<file path="config.mk">
export PLATFORM = sky130hd
export DESIGN_NAME = vga_scan_generator
export DESIGN_NICKNAME = d
export VERILOG_FILES = /design/src/rtl/vga_scan_generator.sv
export SDC_FILE = /design/constraint.sdc
export NUM_CORES = 1
export LEC_CHECK = 0
export ABC_AREA = 1
export CORE_MARGIN = 4
export CORE_UTILIZATION = 55
export DETAILED_ROUTE_END_ITERATION = 16
export PLACE_DENSITY = 0.79
export SLEW_MARGIN = 0
export SYNTH_ARGS = -nofsm -noshare
export SYNTH_HDL_FRONTEND = slang
export SYNTH_SLANG_ARGS = --single-unit
</file>
<file path="constraint.sdc">
create_clock -name clk -period 1.7 [get_ports clk]
set_clock_uncertainty 0.05 [all_clocks]
set_input_delay 0.17 -clock clk [delete_from_list [all_inputs] [get_ports clk]]
set_output_delay 0.17 -clock clk [all_outputs]
set_load 0.005 [all_outputs]
</file>
<file path="src/rtl/vga_scan_generator.sv">
// vga_scan_generator
//   VGA raster scan source for the display path. Produces visible pixel
//   coordinates, hsync/vsync, video_on and per-pixel / per-line / per-frame
//   strobes. Default timing is 640x480 @ 60 Hz from a 50 MHz clock
//   (CLK_DIV = 2).
//
//   Optional feature macro: VGA_FRAME_COUNTER_EN
//     When defined, an 8-bit frame_count output is added. It reads 0 during
//     the first frame after reset and increments with each later frame_start.
//
// Ports:
//   clk          system clock, all logic on the rising edge
//   reset        synchronous, active-high reset
//   row   [8:0]  visible line index, all-ones outside the visible region
//   col   [9:0]  visible pixel index, all-ones outside the visible region
//   hsync        horizontal sync, level SYNC_ACTIVE when asserted
//   vsync        vertical sync, level SYNC_ACTIVE when asserted
//   video_on     1 while (row,col) is a visible position
//   pix_tick     1-clk strobe when a new pixel position is presented
//   line_start   1-clk strobe when col becomes 0 on a visible line
//   frame_start  1-clk strobe when position (0,0) is presented
//   frame_count  [7:0] frame number mod 256 (VGA_FRAME_COUNTER_EN only)
//
// Every phase width parameter (H_*, V_*) must be at least 1.

module vga_scan_generator #(
    parameter int unsigned H_VISIBLE   = 640,
    parameter int unsigned H_FRONT     = 16,
    parameter int unsigned H_SYNC      = 96,
    parameter int unsigned H_BACK      = 48,
    parameter int unsigned V_VISIBLE   = 480,
    parameter int unsigned V_FRONT     = 10,
    parameter int unsigned V_SYNC      = 2,
    parameter int unsigned V_BACK      = 33,
    parameter int unsigned CLK_DIV     = 2,
    parameter bit          SYNC_ACTIVE = 1'b0
) (
    input  logic       clk,
    input  logic       reset,
    output logic [8:0] row,
    output logic [9:0] col,
    output logic       hsync,
    output logic       vsync,
    output logic       video_on,
    output logic       pix_tick,
    output logic       line_start,
    output logic       frame_start
`ifdef VGA_FRAME_COUNTER_EN
    ,
    output logic [7:0] frame_count
`endif
);

    localparam int unsigned H_TOTAL = H_VISIBLE + H_FRONT + H_SYNC + H_BACK;
    localparam int unsigned V_TOTAL = V_VISIBLE + V_FRONT + V_SYNC + V_BACK;

    localparam int unsigned DIV_W = (CLK_DIV > 1) ? $clog2(CLK_DIV) : 1;
    localparam int unsigned H_W   = (H_TOTAL > 1) ? $clog2(H_TOTAL) : 1;
    localparam int unsigned V_W   = (V_TOTAL > 1) ? $clog2(V_TOTAL) : 1;

    localparam logic [DIV_W-1:0] DIV_LAST = DIV_W'(CLK_DIV - 1);

    // Last index of each horizontal phase
    localparam logic [H_W-1:0] H_VIS_LAST   = H_W'(H_VISIBLE - 1);
    localparam logic [H_W-1:0] H_FRONT_LAST = H_W'(H_VISIBLE + H_FRONT - 1);
    localparam logic [H_W-1:0] H_SYNC_LAST  = H_W'(H_VISIBLE + H_FRONT + H_SYNC - 1);
    localparam logic [H_W-1:0] H_LAST       = H_W'(H_TOTAL - 1);

    // Last index of each vertical phase
    localparam logic [V_W-1:0] V_VIS_LAST   = V_W'(V_VISIBLE - 1);
    localparam logic [V_W-1:0] V_FRONT_LAST = V_W'(V_VISIBLE + V_FRONT - 1);
    localparam logic [V_W-1:0] V_SYNC_LAST  = V_W'(V_VISIBLE + V_FRONT + V_SYNC - 1);
    localparam logic [V_W-1:0] V_LAST       = V_W'(V_TOTAL - 1);

    typedef enum logic [1:0] {
        PH_VISIBLE,
        PH_FRONT,
        PH_SYNC,
        PH_BACK
    } phase_t;

    // ------------------------------------------------------------------
    // Counters
    // ------------------------------------------------------------------
    logic [DIV_W-1:0] div,   div_next;
    logic [H_W-1:0]   h_cnt, h_cnt_next;
    logic [V_W-1:0]   v_cnt, v_cnt_next;

    logic h_adv;
    logic h_last;
    logic v_adv;
    logic v_last;

    assign h_adv  = (div == DIV_LAST);
    assign h_last = (h_cnt == H_LAST);
    assign v_adv  = h_adv && h_last;
    assign v_last = (v_cnt == V_LAST);

    always_comb begin
        div_next   = h_adv ? '0 : div + DIV_W'(1);
        h_cnt_next = h_cnt;
        v_cnt_next = v_cnt;
        if (h_adv) begin
            h_cnt_next = h_last ? '0 : h_cnt + H_W'(1);
        end
        if (v_adv) begin
            v_cnt_next = v_last ? '0 : v_cnt + V_W'(1);
        end
    end

    always_ff @(posedge clk) begin
        if (reset) begin
            div   <= '0;
            h_cnt <= '0;
            v_cnt <= '0;
        end else begin
            div   <= div_next;
            h_cnt <= h_cnt_next;
            v_cnt <= v_cnt_next;
        end
    end

    // ------------------------------------------------------------------
    // Horizontal and vertical phase FSMs
    // Each phase register always describes the current counter value; it
    // moves on the same advance that takes the counter past a phase's
    // last index.
    // ------------------------------------------------------------------
    phase_t h_phase, h_phase_next;
    phase_t v_phase, v_phase_next;

    always_ff @(posedge clk) begin
        if (reset) begin
            h_phase <= PH_VISIBLE;
            v_phase <= PH_VISIBLE;
        end else begin
            h_phase <= h_phase_next;
            v_phase <= v_phase_next;
        end
    end

    always_comb begin
        h_phase_next = h_phase;
        if (h_adv) begin
            case (h_phase)
                PH_VISIBLE: if (h_cnt == H_VIS_LAST)   h_phase_next = PH_FRONT;
                PH_FRONT:   if (h_cnt == H_FRONT_LAST) h_phase_next = PH_SYNC;
                PH_SYNC:    if (h_cnt == H_SYNC_LAST)  h_phase_next = PH_BACK;
                PH_BACK:    if (h_last)                h_phase_next = PH_VISIBLE;
                default:                               h_phase_next = PH_VISIBLE;
            endcase
        end
    end

    always_comb begin
        v_phase_next = v_phase;
        if (v_adv) begin
            case (v_phase)
                PH_VISIBLE: if (v_cnt == V_VIS_LAST)   v_phase_next = PH_FRONT;
                PH_FRONT:   if (v_cnt == V_FRONT_LAST) v_phase_next = PH_SYNC;
                PH_SYNC:    if (v_cnt == V_SYNC_LAST)  v_phase_next = PH_BACK;
                PH_BACK:    if (v_last)                v_phase_next = PH_VISIBLE;
                default:                               v_phase_next = PH_VISIBLE;
            endcase
        end
    end

    // ------------------------------------------------------------------
    // Output decode (registered, one clk behind the counters)
    // ------------------------------------------------------------------
    logic       vis_d;
    logic [8:0] row_d;
    logic [9:0] col_d;
    logic       hsync_d;
    logic       vsync_d;
    logic       pix_d;
    logic       line_d;
    logic       frame_d;

    always_comb begin
        vis_d   = (h_phase == PH_VISIBLE) && (v_phase == PH_VISIBLE);
        // Off-screen coordinates are all-ones so no sprite box can match.
        row_d   = vis_d ? 9'(v_cnt)  : '1;
        col_d   = vis_d ? 10'(h_cnt) : '1;
        hsync_d = (h_phase == PH_SYNC) ? SYNC_ACTIVE : ~SYNC_ACTIVE;
        vsync_d = (v_phase == PH_SYNC) ? SYNC_ACTIVE : ~SYNC_ACTIVE;
        // div==0 is the first clk of each pixel position.
        pix_d   = (div == '0);
        line_d  = pix_d && vis_d && (h_cnt == '0);
        frame_d = pix_d && (h_cnt == '0) && (v_cnt == '0);
    end

    always_ff @(posedge clk) begin
        if (reset) begin
            row         <= '1;
            col         <= '1;
            hsync       <= ~SYNC_ACTIVE;
            vsync       <= ~SYNC_ACTIVE;
            video_on    <= 1'b0;
            pix_tick    <= 1'b0;
            line_start  <= 1'b0;
            frame_start <= 1'b0;
        end else begin
            row         <= row_d;
            col         <= col_d;
            hsync       <= hsync_d;
            vsync       <= vsync_d;
            video_on    <= vis_d;
            pix_tick    <= pix_d;
            line_start  <= line_d;
            frame_start <= frame_d;
        end
    end

`ifdef VGA_FRAME_COUNTER_EN
    // ------------------------------------------------------------------
    // Frame counter: the first frame_start after reset only clears the
    // pending flag, so frame 0 reads 0 and frame N reads N mod 256.
    // ------------------------------------------------------------------
    logic first_frame;

    always_ff @(posedge clk) begin
        if (reset) begin
            frame_count <= '0;
            first_frame <= 1'b1;
        end else if (frame_d) begin
            if (!first_frame) begin
                frame_count <= frame_count + 8'd1;
            end
            first_frame <= 1'b0;
        end
    end
`endif

endmodule

</file>
# [Word-level counts from Yosys, hierarchy flattened]
# Index checks and enable logic that the tools add are counted.
[op_classes] addsub=3 n_eq_ne=22 mux=14 n_bitwise=2 reduce_logical=14
[ops] cell="10-bit == test (second input constant)" count=5
[ops] cell="10-bit by 9-bit == test with 1-bit output (second input constant)" count=3
[ops] cell="10-bit by 1-bit adder with 10-bit output (second input constant)" count=2
[ops] cell="10-bit zero test" count=2
[ops] cell="10-bit two-way mux" count=2
[ops] cell="2-bit two-way mux" count=8
[ops] cell="2-bit inequality test (second input constant)" count=8
[ops] cell="2-bit case mux with 4 select lines" count=2
[ops] cell="5-bit AND reduction" count=2
[ops] cell="2-bit == test (second input constant)" count=4
[ops] cell="1-bit logical AND" count=6
[ops] cell="2-bit by 1-bit == test with 1-bit output (second input constant)" count=2
[ops] cell="2-bit zero test" count=2
[ops] cell="2-bit OR reduction" count=2
[ops] cell="1-bit two-way mux" count=2
[ops] cell="1-bit inverter" count=2
[ops] cell="1-bit adder (second input constant)" count=1
[word_totals] ff_bits=50 in_bits=2 output_inout_bits=25 elab_cells=68

# [Logic depth before layout (Yosys ltp)]
[logic_depth] ltp_word=4 depth_mapped=11 depth_no_buf=11

# [Worst setup path before layout]
# No wires, ideal clock.
[synth_path] kind="flip-flop to flip-flop" startpoint="reg v_cnt[0]" endpoint="reg v_phase[0]" setup_ns=0.113 arrival_time_ns=1.268 required_ns=1.537 setup_slack_ns=0.270 stages_incl_launch_ff=11 path_buffers=0 period_less_slack_ns=1.430 path_cell_list="dfxtp_1 > ha_1 > inv_1 > nor2_1 > nand3_1 > nand2_1 > nand2_2 > nor2_2 > nand2_1 > nand2_1 > nor2_1"
[synth_via] elab_chain_cells=3 elab_cells_between_ends=9 cone_classes="8 x eq/ne; 1 x reduce/logical"
[synth_lines] element="start, declared" line_no="87" rtl="logic [V_W-1:0] v_cnt, v_cnt_next;"
[synth_lines] element="start signal, assigned" line_no="119" rtl="v_cnt <= v_cnt_next;"
[synth_lines] element="10-bit by 9-bit == test with 1-bit output (tied with other cells)" line_no="161" rtl="PH_SYNC: if (v_cnt == V_SYNC_LAST) v_phase_next = PH_BACK;"
[synth_lines] element="2-bit inequality test (no line)"
[synth_lines] element="5-bit AND reduction (no line) (*)"
[synth_lines] element="end signal, assigned" line_no="138" rtl="v_phase <= v_phase_next;"
[synth_lines] element="end, declared" line_no="130" rtl="phase_t v_phase, v_phase_next;"
# Every way passes the cells marked *; elsewhere a longest branch is shown, timed or not.
# A chain may end at the register's enable or synchronous reset.

# [Worst setup path in the final report]
[layout_path] startpoint="reg v_cnt[1]" endpoint="reg v_phase[0]"
# Same word-level chain as after synthesis.

==> metrics <==
status complete, no violations; part of the power in the clock network 0.344; Tmin final 1.53 ns; Register-to-Register Setup Slack 0.17 ns; vias in the first global route 1854; first-pass GRT wire length 8050 um; Area contributors post-synth dfxtp_1, nand2_1, ha_1; Worst path depth 11; Num Clock Sinks 50; Distinct cells, synth 26; Bufs and invs on worst path 1; maximum clock path buffer count 2; pin count of the biggest net entering global routing 16; Netlist Area Pre-Place 2290 um^2; Worst Hold Path Cells 2; CTS tree done; Startpoint Class flop; total core area 4000 um^2; Hold Vio Cnt, Final 0; Top Family by Delay on Critical Path simple AND/OR/NAND/NOR gates; critical path's slowest cell dfxtp_1; initial antenna violation count 0; Tightest Pin Transition 0.309 ns; Min-Delay Path Class flop to flop; die height 72.5 um; number of remaining DRC errors 0; I/O pin total 27; Max FO, Critical Path 4; Antenna diodes 0; fin worst setup slack 0.168 ns; layout cells sized above 1 0.116; clock latency on the worst-skew pair 0.30 ns; RSZ-0062 raised after global routing false; P_int 1.61 mW; Worst R2R Path Depth 11; Num CTS Buffers 5; share of power burned in registers 0.590; Leak 1.17 nW; Setup WS pre-CTS 0.116 ns; Critical Path AT 1.69 ns; floorplan row count 23; crit-path max cell delay 0.35 ns; CTS H-tree lvls 2; final wirelength 4640 um; All-Layer GR Usage 0.194; area share of the largest cell type after synthesis 0.437; Final Setup Violations 0; sw frac 0.222; Die Width 72.5 um; initial core utilization 0.572; Worst Path Required 1.86 ns; Routed Antenna Nets 0; hold slack 0.461 ns; Slew Limit Fails 0; worst vdd ir 0.571 mV; crit path kind flop to flop; final worst path period share 0.901; Initial DRC Count 117; most area-hungry cell type in the Yosys netlist dfxtp_1; Post-Syn Instances 308; Seq cells post-synth 50; YS warnings 0; Post-CTS Setup Bufs 0; sequential area share after synthesis 0.437; Fill cells 330; area of the die 5260 um^2; Pre-antenna DRT Iters 4; CP Capture Type flop; max_cap viols 0; root buffer cell clkbuf_8; Via Count 2016; Area growth syn-to-layout 20.5%; # port buffers 26; PwrDens 751 nW/um^2; Max-Slew Margin vs Limit 0.793; most used cell, CP nand2_1; Logic pwr share 0.066; detailed-route vias per instance 5.09; Setup TNS 0 ns; Placer Congestion 0.843; HPWL Detailed 3610 um; global route total overflow 0; Routed wire per std cell 11.7 um; Nets 360; syn_nets 323; P_sw 0.461 mW; worst path cell trace inv_2 -> ha_1 -> nand3_1 -> nor2_1 -> nand2_2 -> nand2_1 -> nand2_1 -> nor2_2 -> nand2_1 -> nand2_1 -> nor2_1; FMAX 653 MHz; Synth Area per Inst 7.43 um^2; CTS clock-pin slew for the worst setup and hold paths 0.09 ns
cell type report:
| type | count | area [um^2] | area share |
|---|---|---|---|
| clock inverter | 2 | 12.5 | 0.00453 |
| multi-input combinational | 212 | 1120 | 0.405 |
| sequential | 50 | 1000 | 0.363 |
| timing repair buffer | 35 | 328 | 0.119 |
| tap | 50 | 62.6 | 0.0227 |
| clock buffer | 6 | 82.6 | 0.0299 |
| inverter | 41 | 154 | 0.0558 |
kinds of logic after synthesis:
group	count (synthesis)	synth area share
and+or+nand+nor	172	0.342
buffers and inverters	46	0.0776
adders and majority gates	13	0.0710
xor gates and xnor gates	5	0.0191
DFF	50	0.437
AOI/OAI and AO/OA	22	0.0536
cell usage in the layout, fill, tap and decap left out, drive strengths merged:
cell,count
inv,41
nand4,7
dfxtp,50
clkdlybuf4s50,26
clkinv,1
buf,9
nor3,8
nand2,87
nor3b,6
o22ai,2
a211oi,1
xor2,5
clkbuf,6
ha,13
a21oi,8
nand3,18
nor2,45
clkinvlp,1
o21ai,11
nand3b,1
timing repair:
action / 4_1_cts / 5_1_grt
hold buffers: 0 / 0
endpoints found under the setup margin: 0 / 3
gates resized for setup: 0 / 4
worst min-delay path, cell delays in order, from the launching register on:
cell,delay [ns]
dfxtp_1,0.34
nand2_1,0.07
a21oi_1,0.05
power groups by stage:
stage	sequential, mW	clock, mW	combinational [mW]
2_1_floorplan	1.25	0	0.0498
3_3_place_gp	1.25	0	0.138
3_5_place_dp	1.25	0	0.139
4_1_cts	1.22	0.740	0.139
5_1_grt	1.23	0.788	0.151
6_report	1.22	0.714	0.138
registers in the layout, indices dropped and copies added, names as in the netlist:
register / cells
h_phase: 2
vsync: 1
video_on: 1
hsync: 1
frame_start: 1
line_start: 1
h_cnt: 10
div: 1
col: 10
v_cnt: 10
row: 9
v_phase: 2
pix_tick: 1
synth_stat cells:
master / n
ha_1: 13
buf_2: 1
nand3_1: 17
inv_1: 38
nor2_1: 38
o21ai_0: 8
a21oi_1: 8
buf_4: 1
a211oi_1: 1
nor3b_1: 3
nor2_2: 6
nor3_1: 8
o22ai_1: 2
o21ai_2: 2
clkbuf_1: 3
nand3b_1: 1
nand2_2: 4
nand3_4: 1
nand2_1: 83
dfxtp_1: 50
nor2_4: 1
nor3b_2: 3
xor2_1: 5
inv_2: 3
nand4_1: 7
o21ai_1: 1
worst paths after layout:
kind	from	endpoint
min reg2reg	h_cnt[0]	h_cnt[0]
max reg2reg	v_cnt[1]	v_phase[0]
max	v_cnt[1]	v_phase[0]
min	h_cnt[0]	h_cnt[0]
layer usage:
metal | track usage | up-vias | routed length, um
li1 | - | 1036 | -
met1 | 0.258 | 919 | 2110
met2 | 0.302 | 55 | 2140
met3 | 0.0485 | 6 | 320
met4 | 0.0738 | 0 | 77
met5 | 0 | - | 0
per-stage QoR:
stage | cells | power (mW) | cell area [um^2] | utilization
2_1_floorplan | 308 | 1.30 | 2290 | -
3_5_place_dp | 388 | 1.39 | 2660 | 0.664
5_1_grt | 396 | 2.17 | 2760 | 0.690
4_1_cts | 396 | 2.10 | 2750 | 0.688
3_3_place_gp | 388 | 1.39 | 2660 | 0.664
6_report | 396 | 2.07 | 2760 | 0.690
Note: power is estimated with default switching activity, not from simulation.
